`src/rtl/stopwatch_counter_multi_pkg.sv`:
```
`default_nettype none
// ---------------------------------------------------------------------------
// Module   : stopwatch_pkg
// Brief    : Shared constants, two-digit BCD field type and digit helpers
//            for the multi-field stopwatch counter.
// Options  : none (STOPWATCH_DOWN_EN is consumed by the interface and top)
// Revision : 1.0 - initial release
// ---------------------------------------------------------------------------
package stopwatch_pkg;

  localparam int BCD_W   = 4;
  localparam int SEC_MOD = 60;

  // One two-digit field: tens in the upper nibble, units in the lower.
  typedef struct packed {
    logic [BCD_W-1:0] tens;
    logic [BCD_W-1:0] units;
  } bcd2_t;

  // Saturate a digit at the given limit.
  function automatic logic [BCD_W-1:0] clamp_digit(input logic [BCD_W-1:0] v,
                                                   input logic [BCD_W-1:0] lim);
    return (v > lim) ? lim : v;
  endfunction

  // Binary value of a two-digit field (0..99).
  function automatic logic [6:0] bcd2_value(input bcd2_t f);
    return (7'(f.tens) * 7'd10) + 7'(f.units);
  endfunction

endpackage
`default_nettype wire

```
`src/rtl/stopwatch_counter_multi_if.sv`:
```
`default_nettype none
// ---------------------------------------------------------------------------
// Module   : stopwatch_counter_multi_if
// Brief    : Control / display bundle between the tick source, the user
//            controls and the stopwatch counter.
// Options  : STOPWATCH_DOWN_EN adds the dir_down_c count-direction signal.
// Revision : 1.0 - initial release
// ---------------------------------------------------------------------------
interface stopwatch_counter_multi_if #(
  parameter int N_FIELDS = 2,
  parameter int SEL_W    = $clog2(2*N_FIELDS)
);
`ifdef STOPWATCH_DOWN_EN
  logic                  dir_down_c;
`endif
  logic                  tick_c;
  logic                  pause_c;
  logic                  adj_c;
  logic [SEL_W-1:0]      sel_c;
  logic [3:0]            num_c;
  logic                  load_c;
  logic [8*N_FIELDS-1:0] digits;
  logic                  running;
  logic                  wrap;
  logic                  done;

  // Driver side: tick generator, buttons and display consumer.
  modport master (
`ifdef STOPWATCH_DOWN_EN
    output dir_down_c,
`endif
    output tick_c, pause_c, adj_c, sel_c, num_c, load_c,
    input  digits, running, wrap, done
  );

  // Counter side.
  modport slave (
`ifdef STOPWATCH_DOWN_EN
    input  dir_down_c,
`endif
    input  tick_c, pause_c, adj_c, sel_c, num_c, load_c,
    output digits, running, wrap, done
  );
endinterface
`default_nettype wire

```
`src/rtl/stopwatch_counter_multi_field.sv`:
```
`default_nettype none
// ---------------------------------------------------------------------------
// Module   : bcd_field_counter
// Brief    : One two-digit BCD field counting modulo MOD, with increment,
//            decrement, clamped single-digit load and carry/borrow outputs.
// Options  : none
// Revision : 1.0 - initial release
// ---------------------------------------------------------------------------
module bcd_field_counter
  import stopwatch_pkg::*;
#(
  parameter int MOD = 60
) (
  input  wire logic             clk_c,
  input  wire logic             reset_c,
  input  wire logic             inc,
  input  wire logic             dec,
  input  wire logic             load,
  input  wire logic             ld_tens,
  input  wire logic [BCD_W-1:0] value,
  output bcd2_t                 digits,
  output logic                  carry_out,
  output logic                  borrow_out,
  output logic                  is_zero
);

  localparam logic [BCD_W-1:0] TENS_MAX     = BCD_W'((MOD - 1) / 10);
  localparam logic [BCD_W-1:0] UNITS_AT_MAX = BCD_W'((MOD - 1) % 10);
  // Mod-60 fields saturate a written tens digit at 5; other moduli rely on
  // the full-value check below.
  localparam logic [BCD_W-1:0] TENS_LIM     = (MOD == SEC_MOD) ? 4'd5 : 4'd9;
  localparam logic [6:0]       MOD_V        = 7'(MOD);

  bcd2_t digits_q;
  bcd2_t digits_d;
  bcd2_t loaded;
  logic  at_max;

  assign at_max     = (digits_q.tens == TENS_MAX) && (digits_q.units == UNITS_AT_MAX);
  assign is_zero    = (digits_q == '0);
  assign carry_out  = inc & ~load & at_max;
  assign borrow_out = dec & ~load & ~inc & is_zero;
  assign digits     = digits_q;

  // Value a load would produce: clamp the written digit, then the field.
  always_comb begin
    loaded = digits_q;
    if (ld_tens) begin
      loaded.tens = clamp_digit(value, TENS_LIM);
    end else begin
      loaded.units = clamp_digit(value, 4'd9);
    end
    if (bcd2_value(loaded) >= MOD_V) begin
      loaded = '{tens: TENS_MAX, units: UNITS_AT_MAX};
    end
  end

  // Next field value: load has priority over increment over decrement.
  always_comb begin
    digits_d = digits_q;
    if (load) begin
      digits_d = loaded;
    end else if (inc) begin
      if (at_max) begin
        digits_d = '0;
      end else if (digits_q.units == 4'd9) begin
        digits_d.units = 4'd0;
        digits_d.tens  = digits_q.tens + 4'd1;
      end else begin
        digits_d.units = digits_q.units + 4'd1;
      end
    end else if (dec) begin
      if (is_zero) begin
        digits_d = '{tens: TENS_MAX, units: UNITS_AT_MAX};
      end else if (digits_q.units == 4'd0) begin
        digits_d.units = 4'd9;
        digits_d.tens  = digits_q.tens - 4'd1;
      end else begin
        digits_d.units = digits_q.units - 4'd1;
      end
    end
  end

  // Field register.
  always_ff @(posedge clk_c or posedge reset_c) begin
    if (reset_c) begin
      digits_q <= '0;
    end else begin
      digits_q <= digits_d;
    end
  end

endmodule
`default_nettype wire

```
`src/rtl/stopwatch_counter_multi.sv`:
```
`default_nettype none
// ---------------------------------------------------------------------------
// Module   : stopwatch_counter_multi
// Brief    : N_FIELDS cascaded two-digit BCD stopwatch (SS, MM[, HH]) with
//            pause toggle, clamped per-digit adjust and a wrap pulse.
// Options  : STOPWATCH_DOWN_EN compiles in countdown (dir_down_c) and the
//            sticky done flag; without it done is tied low.
// Revision : 1.0 - initial release
// ---------------------------------------------------------------------------
module stopwatch_counter_multi
  import stopwatch_pkg::*;
#(
  parameter int N_FIELDS = 2,
  parameter int TOP_MOD  = 60,
  parameter int SEL_W    = $clog2(2*N_FIELDS)
) (
  input wire logic clk_c,
  input wire logic reset_c,
  stopwatch_counter_multi_if.slave bus
);

  localparam int FS_W = SEL_W - 1;

  logic                paused_q, paused_d;
  logic                wrap_q, wrap_d;
  logic                running;
  logic                tick_ok;
  logic                sel_ok;
  logic                load_ok;
  logic                count_up;
  logic                count_dn;
  logic                all_zero;
  logic [N_FIELDS:0]   inc_chain;
  logic [N_FIELDS:0]   dec_chain;
  logic [N_FIELDS-1:0] zero_w;
  bcd2_t               field_w [N_FIELDS];
  logic                unused_top_borrow;

  // Pause is sampled before any same-cycle toggle; adjust always freezes.
  assign running  = ~paused_q & ~bus.adj_c;
  assign tick_ok  = bus.tick_c & running;
  assign sel_ok   = (32'(bus.sel_c) < 32'(2*N_FIELDS));
  assign load_ok  = bus.load_c & bus.adj_c & sel_ok;
  assign all_zero = &zero_w;

  assign inc_chain[0]      = count_up;
  assign dec_chain[0]      = count_dn;
  assign unused_top_borrow = dec_chain[N_FIELDS];

  for (genvar i = 0; i < N_FIELDS; i++) begin : g_field
    localparam int FMOD = (i == N_FIELDS - 1) ? TOP_MOD : SEC_MOD;
    bcd_field_counter #(
      .MOD (FMOD)
    ) u_field (
      .clk_c      (clk_c),
      .reset_c    (reset_c),
      .inc        (inc_chain[i]),
      .dec        (dec_chain[i]),
      .load       (load_ok && (bus.sel_c[SEL_W-1:1] == FS_W'(i))),
      .ld_tens    (bus.sel_c[0]),
      .value      (bus.num_c),
      .digits     (field_w[i]),
      .carry_out  (inc_chain[i+1]),
      .borrow_out (dec_chain[i+1]),
      .is_zero    (zero_w[i])
    );
  end

  // Pack the field array onto the flat display bus.
  always_comb begin
    bus.digits = '0;
    for (int i = 0; i < N_FIELDS; i++) begin
      bus.digits[8*i +: 8] = field_w[i];
    end
  end

  // Pause toggle (ignored while adjusting) and the top-field wrap pulse.
  always_comb begin
    paused_d = paused_q ^ (bus.pause_c & ~bus.adj_c);
    wrap_d   = inc_chain[N_FIELDS];
  end

  // Control registers.
  always_ff @(posedge clk_c or posedge reset_c) begin
    if (reset_c) begin
      paused_q <= 1'b0;
      wrap_q   <= 1'b0;
    end else begin
      paused_q <= paused_d;
      wrap_q   <= wrap_d;
    end
  end

  assign bus.running = running;
  assign bus.wrap    = wrap_q;

`ifdef STOPWATCH_DOWN_EN
  logic done_q, done_d;

  // Direction split; a down tick at all-zero or after done is consumed.
  always_comb begin
    count_up = tick_ok & ~bus.dir_down_c;
    count_dn = tick_ok & bus.dir_down_c & ~done_q & ~all_zero;
    done_d   = done_q;
    if (load_ok) begin
      done_d = 1'b0;
    end else if (tick_ok && bus.dir_down_c && all_zero) begin
      done_d = 1'b1;
    end
  end

  // Sticky countdown-complete flag.
  always_ff @(posedge clk_c or posedge reset_c) begin
    if (reset_c) begin
      done_q <= 1'b0;
    end else begin
      done_q <= done_d;
    end
  end

  assign bus.done = done_q;
`else
  logic unused_all_zero;

  assign count_up        = tick_ok;
  assign count_dn        = 1'b0;
  assign unused_all_zero = all_zero;
  assign bus.done        = 1'b0;
`endif

endmodule
`default_nettype wire

```
`src/flat_wrapper.sv`:
```
// flat-port wrapper written by rule: the top's interface ports become plain ports
module stopwatch_counter_multi_flat import stopwatch_pkg::*;
#(
  parameter int N_FIELDS = 2,
  parameter int TOP_MOD  = 60,
  parameter int SEL_W    = $clog2(2*N_FIELDS)
)
  (clk_c, reset_c, bus_tick_c, bus_pause_c, bus_adj_c, bus_sel_c, bus_num_c, bus_load_c, bus_digits, bus_running, bus_wrap, bus_done);
  stopwatch_counter_multi_if #(.N_FIELDS(N_FIELDS), .SEL_W(SEL_W)) bus_i ();
  input wire logic clk_c;
  input wire logic reset_c;
  input wire logic [$bits(bus_i.tick_c)-1:0] bus_tick_c;
  input wire logic [$bits(bus_i.pause_c)-1:0] bus_pause_c;
  input wire logic [$bits(bus_i.adj_c)-1:0] bus_adj_c;
  input wire logic [$bits(bus_i.sel_c)-1:0] bus_sel_c;
  input wire logic [$bits(bus_i.num_c)-1:0] bus_num_c;
  input wire logic [$bits(bus_i.load_c)-1:0] bus_load_c;
  output wire logic [$bits(bus_i.digits)-1:0] bus_digits;
  output wire logic [$bits(bus_i.running)-1:0] bus_running;
  output wire logic [$bits(bus_i.wrap)-1:0] bus_wrap;
  output wire logic [$bits(bus_i.done)-1:0] bus_done;
  assign bus_i.tick_c = bus_tick_c;
  assign bus_i.pause_c = bus_pause_c;
  assign bus_i.adj_c = bus_adj_c;
  assign bus_i.sel_c = bus_sel_c;
  assign bus_i.num_c = bus_num_c;
  assign bus_i.load_c = bus_load_c;
  assign bus_digits = bus_i.digits;
  assign bus_running = bus_i.running;
  assign bus_wrap = bus_i.wrap;
  assign bus_done = bus_i.done;
  stopwatch_counter_multi #(.N_FIELDS(N_FIELDS), .TOP_MOD(TOP_MOD), .SEL_W(SEL_W)) u_core (.clk_c(clk_c), .reset_c(reset_c), .bus(bus_i));
endmodule
```
`config.mk`:
```
export PLATFORM = sky130hd
export DESIGN_NAME = stopwatch_counter_multi_flat
export DESIGN_NICKNAME = d
export VERILOG_FILES = /design/src/rtl/stopwatch_counter_multi_pkg.sv /design/src/rtl/stopwatch_counter_multi_if.sv /design/src/rtl/stopwatch_counter_multi_field.sv /design/src/rtl/stopwatch_counter_multi.sv /design/src/flat_wrapper.sv
export SDC_FILE = /design/constraint.sdc
export NUM_CORES = 1
export LEC_CHECK = 0
export ABC_AREA = 1
export BUFFER_PORTS_ARGS = -buffer_cell sky130_fd_sc_hd__buf_4
export CORE_ASPECT_RATIO = 0.7
export CORE_UTILIZATION = 40
export CTS_BUF_LIST = sky130_fd_sc_hd__clkbuf_2 sky130_fd_sc_hd__clkbuf_4 sky130_fd_sc_hd__clkbuf_8
export CTS_CLUSTER_SIZE = 16
export DETAILED_ROUTE_END_ITERATION = 8
export PLACE_DENSITY_LB_ADDON = 0.25
export SETUP_SLACK_MARGIN = 0.4
export SYNTH_ARGS = -nofsm -noshare
export SYNTH_HDL_FRONTEND = slang
export SYNTH_SLANG_ARGS = --single-unit
```
`constraint.sdc`:
```
create_clock -name clk_c -period 2.4 [get_ports clk_c]
set_input_delay 0.12 -clock clk_c [delete_from_list [all_inputs] [get_ports clk_c]]
set_output_delay 0.12 -clock clk_c [all_outputs]
set_load 0.005 [all_outputs]
```
---- Yosys cells after proc, flatten, opt, wreduce, memory -nomap -nowiden ----
Index checks and enable logic that the tools add are counted.
storage, ports and cells
  output and inout port bits .............. 19
  bits of input ports ..................... 12
  register bits ........................... 18
  logic and storage cells ................. 64
cells by class
  bitwise operators ....................... 14
  order comparisons ....................... 4
  reductions and logical operators ........ 10
  add/sub/neg operators ................... 6
  muxes and demuxes ....................... 18
  equality and inequality tests ........... 4
  multipliers ............................. 2
operators by type and width
  kind                                                                   number
  8-bit 2-to-1 mux                                                       8
  4-bit 2-to-1 mux                                                       10
  4-bit by 1-bit adder with 4-bit output, second input constant          4
  7-bit by 4-bit adder with 7-bit output                                 2
  7-bit by 6-bit >= comparator with 1-bit output, second input constant  2
  4-bit by 3-bit multiplier with 6-bit output, second input constant     2
  1-bit AND                                                              8
  4-bit by 3-bit == test with 1-bit output, second input constant        2
  4-bit == test, second input constant                                   2
  3-bit nonzero test                                                     2
  1-bit inverter                                                         5
  4-bit by 3-bit > comparator with 1-bit output, second input constant   1
  4-bit > comparator, second input constant                              1
  1-bit logical AND                                                      4
  2-bit AND reduction                                                    2
  2-bit nonzero test                                                     2
  1-bit XOR                                                              1

---- Logic depth before layout (Yosys ltp) ----
  depth after elaboration ................. 8
  depth in mapped cells ................... 18
  mapped depth without buffers ............ 18

---- Hierarchy ----
From an unflattened synthesis, not the netlist that was laid out.
unflattened totals
  cell total of the unflattened synthesis .. 358
  area, all modules ....................... 2,434.8 um^2
modules (own cells, without submodules)
  module                   cells each  area an instance (um^2)  instances  seq. area each (um^2)
  bcd_field_counter        171         1,161.1                  2          200.2
  stopwatch_counter_multi  16          112.6                    1          50.0

---- Worst setup path before layout ----
No wires, ideal clock.
  path type ............................... register -> register
  from .................................... reg u_core.g_field[1].u_field.digits_q (netlist bit u_core.g_field[1].u_field.digits[5])
  to ...................................... reg u_core.g_field[1].u_field.digits_q (netlist bit u_core.g_field[1].u_field.digits[0])
  library setup time ...................... 127 ps
  data required time ...................... 2,273 ps
  cell stages (with the launch flop) ...... 15
  buffers on the path ..................... 0
  data arrival time ....................... 2,414 ps
  setup slack ............................. -141 ps
  period minus slack after synthesis ...... 2,541 ps
  cells stage by stage .................... dfrtp_1 > inv_1 > o21ai_1 > ha_1 > ha_1 > fa_1 > nand2_1 > clkinv_1 > nand4_1 > nand3_1 > nand2_1 > inv_2 > nand2_1 > o21ai_1 > nand3_1
between the ends
  cells in the longest elaborated chain, start to end .. 6
  elaborated cells between the ends (all ways) .. 10
  classes of those cells .................. add/sub: 1; mul: 1; order compare: 1; eq/ne: 1; mux: 5; reduce/logical: 1
ends and longest elaborated chain
  item                                            RTL line                             source
  start: declaration                              stopwatch_counter_multi_field.sv:34  bcd2_t digits_q;
  start signal: assignment                        stopwatch_counter_multi_field.sv:89  digits_q <= digits_d;
  4-bit 2-to-1 mux                                stopwatch_counter_multi_field.sv:48  if (ld_tens) begin
  4-bit by 3-bit multiplier with 6-bit output     stopwatch_counter_multi_pkg.sv:28    return (7'(f.tens) * 7'd10) + 7'(f.units);
  7-bit by 4-bit adder with 7-bit output          stopwatch_counter_multi_pkg.sv:28
  7-bit by 6-bit >= comparator with 1-bit output  stopwatch_counter_multi_field.sv:53  if (bcd2_value(loaded) >= MOD_V) begin
  8-bit 2-to-1 mux                                stopwatch_counter_multi_field.sv:53
  8-bit 2-to-1 mux (*)                            stopwatch_counter_multi_field.sv:61  if (load) begin
Every way passes the cells marked *; elsewhere a longest branch is shown, timed or not. The select of a mux whose other input is x is not followed.
A chain may end at the register's enable or synchronous reset.

---- Final worst setup path ----
  from .................................... reg u_core.g_field[1].u_field.digits_q (netlist bit u_core.g_field[1].u_field.digits[5])
  to ...................................... reg u_core.g_field[1].u_field.digits_q (netlist bit u_core.g_field[1].u_field.digits[5])
between the ends
  cells in the longest elaborated chain, start to end .. 6
  elaborated cells between the ends (all ways) .. 14
  classes of those cells .................. add/sub: 2; mul: 1; order compare: 1; eq/ne: 1; mux: 6; reduce/logical: 3
ends and longest elaborated chain
  item                                            RTL line
  4-bit 2-to-1 mux                                stopwatch_counter_multi_field.sv:48
  4-bit by 3-bit multiplier with 6-bit output     stopwatch_counter_multi_pkg.sv:28
  7-bit by 4-bit adder with 7-bit output          stopwatch_counter_multi_pkg.sv:28
  7-bit by 6-bit >= comparator with 1-bit output  stopwatch_counter_multi_field.sv:53
  8-bit 2-to-1 mux                                stopwatch_counter_multi_field.sv:53
  8-bit 2-to-1 mux                                stopwatch_counter_multi_field.sv:61
Parallel ways exist; a longest one is shown, timed or not. The select of a mux whose other input is x is not followed.

==> results.md <==
* Total power at 3.25 mW
* ANT nets after route at 0
* Critical path's most frequent cell: inv_2
* R2R depth at 13
* Fin nets at ~390
* Cell variety after synth at 33
* RSZ-0062 raised after global routing: true
* FF+latch count, synth at 18
* Fin Hold WS at -0.00877 ns
* Failing checks: negative hold slack
* Worst-path cell chain: inv_2 -> o21ai_4 -> ha_4 -> ha_4 -> fa_1 -> nand2_1 -> inv_2 -> nand4_1 -> nand3_1 -> nand2_1 -> inv_2 -> nand4_1 -> a21oi_2
* Antenna violations before repair at 0
* Clock latency on the worst-skew pair at approximately 0.26 ns
* Asr flop ratio synth at 1.00
* DRC viols at 0
* Routed Wire Length at ~5200 um
* Ant. Diodes at 0
* Sequential cell area at 450 um^2
* Final instance area at about 0.0028 mm^2
* Final Critical Period at 2.37 ns
* Largest net degree at the start of global routing at 19
* First-pass GRT wire length at 8650 um
* FP Rows at 20
* Avg Inst Size Synth at about 6.6 um^2
* Vias per inst at between 4 and 5
* Main synth FF type: dfrtp_1
* RD Place Congestion at 0.845
* Worst Setup End Kind: register
* Clock sink count at 18
* GRT Overall Usage at 0.219
* DRT Pass-1 Iters at 4
* Die area at 0.00512 mm^2
* I/O Buffers at 29
* Share of post-route cells with drive strength above 1 at 0.393
* Fillers at 395
* Area post-placement at 0.00248 mm^2
* CTS Hold Bufs at 0
* Max Cap Viol at 0
* Pwr dens at roughly 1200 mW/mm^2
* Hold WC Path Type: in -> async
* Htree depth at 1
* Worst Path Max Fanout at 7
* Post-synth EDFFs at 0
* Crit path DAT at around 2.6 ns
* Slew @ Worst Pin at 0.746 ns
* CP required at 2.59 ns
* Vias in the first global route at 1801
* Setup crit start kind: register
* Clock Pin Slew Worst Setup and Hold Paths at 0.08 ns
* Seq/Total Area, Yosys at 0.233
* Cell count after synthesis at around 290
* CP max-delay cell: fa_1
* Final setup viols at 0
* Area occupied by multi-input gates at 0.00153 mm^2
* Status: finished with violations
* Fmax at 0.422 GHz
* P&R area growth vs syn at 42.9%
* Core area at 0.00448 mm^2
* Maximum VDD drop at 0.644 mV
* Final period utilization at 0.987
* Routed len/inst at 12.7 um
* Worst Skew at 0.00504 ns
* CTS tree: yes
* Gr ovfl total at 0
* Syn. warnings at 0
* Setup CP Type: reg -> reg
* Max incr delay on CP at 0.52 ns
* Max-slew violations at 0
* Dpl hpwl at 4100 um
* Detailed-route via count at slightly above 2000
* IO Pins at 31
* Die Wd at ~85 um
* CTS root buffer: clkbuf_8
* Max transition margin at 0.502
* Post-Syn Area at 0.00193 mm^2
* Pleak at around 1.4 nW
* Final core occ at 0.617
* Clock Path Buffers at 2
* Final-report hold violation count at 10
* Initial drt markers at 134
* Initial cell density of the core at 0.432
* Syn Nets at 323
* Die Ht at 60.2 um
* CTS buffer count at 3
## where the power goes
group	switching, mW	internal [mW]	total (mW)
clock	0.108	0.146	0.254
combinational	1.30	1.12	2.42
sequential	0.128	0.446	0.573
total	1.54	1.71	3.25
## synthesized netlist by cell type, types with 2 or more instances
cell	count	area [um^2]
xnor2_1	3	26.3
dfrtp_1	18	450
ha_1	16	200
nand3_1	19	95.1
nand2_4	2	22.5
o21ai_0	9	45.0
nand3_2	2	20.0
inv_1	28	105
nand2_2	2	12.5
buf_2	2	10.0
a21oi_1	18	90.1
nor3_2	2	20.0
clkinv_1	2	7.51
nand2_1	64	240
inv_2	15	56.3
or2_1	3	18.8
nor2_2	3	18.8
o21ai_1	15	75.1
nand4_1	8	50.1
fa_1	4	80.1
xor2_1	4	35.0
nor2_1	41	154
## cells by family (layout without fill, tap and decap cells)
kind of cell	after synthesis	in the layout	synth area share
AO/OA/AOI/OAI	45	45	0.122
XOR/XNOR	7	7	0.0317
adder cells (fa/ha/maj)	20	20	0.145
buffers and inverters	49	114	0.0990
flip-flops	18	18	0.233
other	1	1	0.00194
AND/OR/NAND/NOR	151	151	0.368
## per-layer routing
metal	global-route usage	wire (um)	vias up
met3	0.0373	324	2
met5	0	0	-
met2	0.309	2050	56
met1	0.353	2820	922
met4	0.0169	9	0
li1	-	-	1072
## timing repair
action	CTS	global route
pin swaps	10	12
buffers inserted	4	4
resized for setup	19	23
endpoints found under the setup margin	16	16
## metrics by stage
stage	hold WS, ns	cells	setup TNS [ns]	worst slack, ns
final	-0.00877	411	0	0.0308
after global routing	0.0821	411	-0.532	-0.108
after CTS	0.0254	407	0	0.0519
after global placement	0.307	399	-0.0116	-0.00664
after floorplan	0.0586	291	0	0.0470
after detailed placement	0.302	399	-0.563	-0.0644
## flip-flops by register name, summed over array words and instances, names as in the netlist
name / count
u_core.bus.wrap: 1
u_core.g_field.u_field.digits: 16
u_core.paused_q: 1
## worst max-delay path, delay by kind of cell (launching register included)
family / cells / cell delay [ns]
flip-flops: 1 / 0.37
AO/OA/AOI/OAI: 2 / 0.32
buffers and inverters: 3 / 0.22
AND/OR/NAND/NOR: 5 / 0.48
adder cells (fa/ha/maj): 3 / 0.89
## worst paths after layout
path | startpoint | end | slack, ns
max | u_core.g_field[1].u_field.digits[5]$_DFFE_PP0P_ | u_core.g_field[1].u_field.digits[5]$_DFFE_PP0P_ | 0.03
min | reset_c | u_core.bus.wrap$_DFF_PP0_ | -0.009
max reg2reg | u_core.g_field[1].u_field.digits[5]$_DFFE_PP0P_ | u_core.g_field[1].u_field.digits[5]$_DFFE_PP0P_ | 0.03
min reg2reg | u_core.paused_q$_DFF_PP0_ | u_core.paused_q$_DFF_PP0_ | 0.50
max in group asynchronous | reset_c | u_core.g_field[1].u_field.digits[2]$_DFFE_PP0P_ | 1.93
min in group clk_c | bus_pause_c | u_core.paused_q$_DFF_PP0_ | 0.13
## cell usage in the layout (no fill, tap or decap), types with 2 or more instances in the layout
cell type	netlist	layout
nand4_1	8	8
nand3_1	19	17
or2_1	3	3
buf_6	0	2
inv_2	15	20
dfrtp_1	18	18
ha_1	16	9
xor2_1	4	4
o21ai_2	1	6
ha_4	0	6
clkbuf_8	0	4
a21oi_1	18	11
o21ai_0	9	6
nor2_1	41	41
fa_1	4	3
o21ai_1	15	9
buf_4	1	62
nor3_2	2	2
xnor2_1	3	3
a21oi_4	0	2
nand2_1	64	55
nand3_2	2	3
nor2_2	3	2
inv_1	28	24
nand2_4	2	3
o21ai_4	0	4
a21oi_2	1	6
nand2_2	2	10
## cell type report
cell class                      count  area share
Multi-Input combinational cell    224       0.553
Sequential cell                    18       0.163
Inverter                           46      0.0629
Timing Repair Buffer               64       0.177
Clock buffer                        4      0.0199
Tap cell                           55      0.0249
Note: power is estimated with default switching activity, not from simulation.
